--- src/rtl/cabac_lps_pipe.sv ---
// rtl/cabac_lps_pipe.sv - two-stage CABAC LPS sub-range pipeline with valid/ready handshake
module cabac_lps_pipe #(
  parameter int STATE_W = 8,
  parameter int RANGE_W = 9,
  parameter int LPS_W   = 8,
  parameter int DUAL    = 0,
  parameter int TAG_W   = 4
) (
  input  logic               clk,
  input  logic               rst,
  input  logic               in_valid,
  output logic               in_ready,
  input  logic [STATE_W-1:0] s0,
  input  logic [STATE_W-1:0] s1,
  input  logic [RANGE_W-1:0] range,
  input  logic [TAG_W-1:0]   in_tag,
  output logic               out_valid,
  input  logic               out_ready,
  output logic [LPS_W-1:0]   lps,
  output logic [RANGE_W-1:0] rmps,
  output logic               mps,
  output logic [TAG_W-1:0]   out_tag,
  output logic               err
);

  localparam int QS_W   = 5;
  localparam int RS_W   = 4;
  localparam int PROD_W = QS_W + RS_W;
  localparam int LPSF_W = PROD_W + 1;
  localparam int DIFF_W = (RANGE_W > LPSF_W) ? RANGE_W : LPSF_W;

  // Stage 1 front end: effective state, fold and scaling
  logic [STATE_W:0]   st_sum;
  logic [STATE_W-1:0] st;
  logic               mps_in;
  logic [STATE_W-2:0] q;
  logic [QS_W-1:0]    qs_in;
  logic [RS_W-1:0]    rs_in;

  assign st_sum = {1'b0, s0} + {1'b0, s1};
  assign st     = (DUAL != 0) ? STATE_W'(st_sum >> 1) : s0;
  assign mps_in = st[STATE_W-1];
  assign q      = mps_in ? ~st[STATE_W-2:0] : st[STATE_W-2:0];
  assign qs_in  = QS_W'(q >> (STATE_W - 6));
  assign rs_in  = RS_W'(range >> (RANGE_W - 4));

  // Stage 1 registers; the state travels as its mps bit plus its folded/scaled form
  logic               s1_valid;
  logic               s1_mps;
  logic [RANGE_W-1:0] s1_range;
  logic [QS_W-1:0]    s1_qs;
  logic [RS_W-1:0]    s1_rs;
  logic [TAG_W-1:0]   s1_tag;

  // Stage 2 arithmetic on stage 1 contents
  logic [PROD_W-1:0] prod;
  logic [LPSF_W-1:0] lps_full;
  logic [DIFF_W-1:0] diff;

  assign prod     = PROD_W'(s1_qs) * PROD_W'(s1_rs);
  assign lps_full = LPSF_W'(prod >> 1) + LPSF_W'(4);
  assign diff     = DIFF_W'(s1_range) - DIFF_W'(lps_full);

  logic s1_adv;
  logic in_fire;

  assign s1_adv   = !out_valid || out_ready;
  assign in_ready = !rst && (!s1_valid || s1_adv);
  assign in_fire  = in_valid && in_ready;

  always_ff @(posedge clk) begin
    if (rst) begin
      s1_valid  <= 1'b0;
      s1_mps    <= 1'b0;
      s1_range  <= '0;
      s1_qs     <= '0;
      s1_rs     <= '0;
      s1_tag    <= '0;
      out_valid <= 1'b0;
      lps       <= '0;
      rmps      <= '0;
      mps       <= 1'b0;
      out_tag   <= '0;
      err       <= 1'b0;
    end else begin
      if (s1_adv) begin
        out_valid <= s1_valid;
        if (s1_valid) begin
          lps     <= LPS_W'(lps_full);
          rmps    <= RANGE_W'(diff);
          mps     <= s1_mps;
          out_tag <= s1_tag;
        end
      end
      if (!s1_valid || s1_adv) begin
        s1_valid <= in_valid;
        if (in_valid) begin
          s1_mps   <= mps_in;
          s1_range <= range;
          s1_qs    <= qs_in;
          s1_rs    <= rs_in;
          s1_tag   <= in_tag;
        end
      end
      // A non-normalised range still produces a result but is flagged until reset
      if (in_fire && !range[RANGE_W-1]) begin
        err <= 1'b1;
      end
    end
  end

endmodule

--- config.mk ---
export PLATFORM = sky130hd
export DESIGN_NAME = cabac_lps_pipe
export DESIGN_NICKNAME = d
export VERILOG_FILES = /design/src/rtl/cabac_lps_pipe.sv
export SDC_FILE = /design/constraint.sdc
export NUM_CORES = 1
export LEC_CHECK = 0
export ABC_AREA = 1
export CAP_MARGIN = 15
export CORE_UTILIZATION = 51
export DETAILED_ROUTE_END_ITERATION = 6
export PLACE_DENSITY = 0.8
export SYNTH_ARGS = -nofsm -noshare
export SYNTH_HDL_FRONTEND = slang
export SYNTH_SLANG_ARGS = --single-unit
--- constraint.sdc ---
create_clock -name clk -period 5.2 [get_ports clk]
set_input_delay 0.78 -clock clk [delete_from_list [all_inputs] [get_ports clk]]
set_output_delay 0.78 -clock clk [all_outputs]
set_load 0.05 [all_outputs]
==> summary.md <==
| Metric | Value |
|---|---|
| Worst Path Required | `5.40 ns` |
| Vias in the first global route | `2094` |
| Instance area after placement | `3150 sq um` |
| RSZ-0062 raised after global routing | `no` |
| Maximum number of buffers from clock root to sink | `2` |
| Yosys top cell by area | `dfxtp_1` |
| Most common library cell in the layout ignoring fill and taps | `nor2_1` |
| Area of the core region | `4850 sq um` |
| Count of final hold-check violations | `0` |
| Root buffer selected by CTS | `clkbuf_8` |
| Relative area change from synthesis to final layout | `22.5%` |
| Clock-pin slew reported for the worst setup and hold paths after clock tree synthesis | `0.08 ns` |
| Residual DRC count | `0` |
| Grt total ovfl | `0` |
| Buffers on Ports | `47` |
| CP max stage cell | `fa_1` |
| Setup TNS Final | `0 ns` |
| Power density over the cells | `269 nW/um^2` |
| Maximum number of pins on one net before global-route repair | `34` |
| Minimum setup slack among reg-to-reg paths | `0.72 ns` |
| Detail Route Antenna Nets | `0` |
| Number of cell rows | `25` |
| Net switching share of the total power | `0.341` |
| Post-route standard cell area excluding fillers | `3240 sq um` |
| Count of warnings emitted by yosys | `0` |
| Vias | `2315` |
| Proportion of layout cells with a drive suffix above 1 | `0.0491` |
| CP startpoint kind | `flip-flop` |
| FMAX | `223 MHz` |
| Detail-routed via count per cell | `4.88` |
| Resize count post-CTS | `0` |
| Cell type with the highest occurrence count on the critical path | `inv_1` |
| Number of levels the H-tree was split into | `2` |
| Average cell area after synthesis | `7.29 sq um` |
| Cells traversed along the worst timing path | `nand2_1 > fa_1 > inv_1 > fa_1 > inv_1 > fa_1 > xnor2_1 > ha_1 > nand3_1 > nor2_4 > xnor2_1 > ha_1 > inv_1 > o311ai_0 > inv_1 > nand3_1 > nand3_1 > nand2_1 > inv_1` |
| Number of nets at the end of the flow | `468` |
| Share of the yosys chip area belonging to registers | `0.333` |
| Die outline area | `5480 sq um` |
| Worst voltage drop across the vdd grid | `209 uV` |
| Fraction of power consumed by the clock network | `0.253` |
| Final Util | `0.668` |
| Number of distinct standard cells referenced by the synthesized netlist | `29` |
| Hold crit path type | `reg2reg` |
| Wire per inst | `10.9 microns` |
| Post-synthesis instance area | `2650 sq um` |
| Y dimension of the die | `74.0 microns` |
| Internal power summed over all cells | `0.575 mW` |
| TritonCTS buffer count | `5` |
| Worst Path Max Fanout | `7` |
| Setup Crit Path Kind | `reg2reg` |
| Combined global-route utilization of all metal layers | `0.211` |
| Number of iterations in the first detailed-routing pass | `4` |
| Slew Limit Fails | `0` |
| Number of fillers in the final layout | `435` |
| Final Skew | `0.00332 ns` |
| Die width | `74.0 microns` |
| Main area contributors after synthesis | `dfxtp_1 33%, ha_1 10%, nor2_1 8.9%` |
| Clock Latency Late Sink | `0.29 ns` |
| Clock sink count | `44` |
| Leakage power total | `1.61 nW` |
| Mapped Cells | `363` |
| # Max-Cap Violations | `0` |
| Net switching power | `0.297 mW` |
| Global-route wire length before repair | `8.85 mm` |
| Total area of multi-input combinational cells | `1480 sq um` |
| Share of total power in sequential cells | `0.439` |
| Inserted Diodes | `0` |
| Weighted congestion reported at the end of routability-driven placement | `0.854` |
| Sequential Area | `881 sq um` |
| Outcome | `finished, final reports clean` |
| Final worst path period share | `0.862` |
| Transition at the pin with the smallest max-transition slack | `0.886 ns` |
| Starting Density | `0.546` |
| Kind of capture point of the worst setup path | `flip-flop` |
| Total power draw | `0.872 mW` |
| Top-Level Pins | `58` |
| Number of design-rule violations left by the first detailed-router iteration | `84` |
| Dpl hpwl | `3.94 mm` |
| Number of antenna violations at the first check in global routing | `0` |
| Delay of the slowest cell on the worst path | `0.56 ns` |
| Clock tree from TritonCTS | `built` |
| Hold_buf cts | `0` |
| Worst slew margin relative to its limit | `0.409` |
| DRT Wirelength | `5.18 mm` |
| Fin crit period | `4.48 ns` |
| Post-synth net total | `425` |
| Final setup violation count | `0` |
| Number of flip-flops and latches in the synthesized netlist | `44` |
| Data arrival, critical path | `4.68 ns` |
| Fraction of synthesized cell area taken by the top area cell type | `0.333` |
| Highest-count cells in the layout ignoring fill and taps | `63 x nor2_1, 57 x inv_1, 51 x nand2_1` |
| Buffer count from post-CTS setup fixing | `0` |
| Combinational cell fraction of total power | `0.308` |
-- cells in the mapped netlist, drive strengths merged --
library cell / n
nand4: 2
a221oi: 1
a21oi: 19
nand3: 13
a21o: 1
a211oi: 6
o311ai: 1
fa: 7
xor2: 6
nand2: 59
ha: 22
nor3: 2
dfxtp: 44
buf: 4
o21ai: 35
o21a: 1
nand3b: 1
inv: 57
xnor2: 8
clkbuf: 9
nor2: 65
-- worst paths after layout --
path | from | end | depth (start not counted)
max | s1_range[8] | rmps[8] | 19
min | s1_range[0] | s1_range[0] | 2
max reg2reg | s1_range[8] | rmps[8] | 19
min reg2reg | s1_range[0] | s1_range[0] | 2
-- sequential cells by signal, indices dropped and copies added, names as in the netlist --
signal,cells
s1_valid,1
s1_tag,4
err,1
rmps,9
out_valid,1
s1_mps,1
s1_qs,5
lps,8
mps,1
s1_range,9
out_tag,4
-- worst max-delay path, delay by kind of cell, from the launching register on --
family          cells  cell delay (ns)
fa+ha+maj           5             2.15
xor+xnor            2             0.32
buf+inv             5             0.31
simple gates        6             0.63
flops               1             0.48
compound gates      1             0.49
-- logic make-up after synthesis --
group / after synthesis / synth area share
AND/OR/NAND/NOR: 142 / 0.225
flip-flops: 44 / 0.333
XOR/XNOR: 14 / 0.0464
adder cells (fa/ha/maj): 29 / 0.157
buffers and inverters: 70 / 0.107
AO/OA/AOI/OAI: 64 / 0.132
-- layout make-up --
type                            instances  area share
Tap cell                               67      0.0259
Clock inverter                          1     0.00232
Multi-Input combinational cell        249       0.457
Inverter                               57      0.0660
Timing Repair Buffer                   49       0.150
Clock buffer                            7      0.0267
Sequential cell                        44       0.272
-- power groups by stage --
stage	Clock, mW	Combinational [mW]	Sequential (mW)
floorplan	0	0.145	0.437
detailed placement	0	0.269	0.390
finish	0.221	0.269	0.383
global placement	0	0.264	0.389
global route	0.242	0.298	0.387
CTS	0.226	0.271	0.382
-- layer usage --
metal	vias up	global-route usage	part of all wire
met3	6	0.0528	0.053
met2	58	0.360	0.46
met5	-	0	0
met4	0	0.0449	0.0089
met1	1023	0.271	0.47
li1	1228	-	-
-- through the flow --
step                hold WS, ns  std cells  worst slack (ns)
global placement          0.448        466             0.781
finish                    0.470        474             0.719
CTS                       0.465        474             0.689
floorplan                 0.435        363              1.20
detailed placement        0.454        466             0.712
global route              0.507        474             0.411
Power figures use the tool's default switching activity.
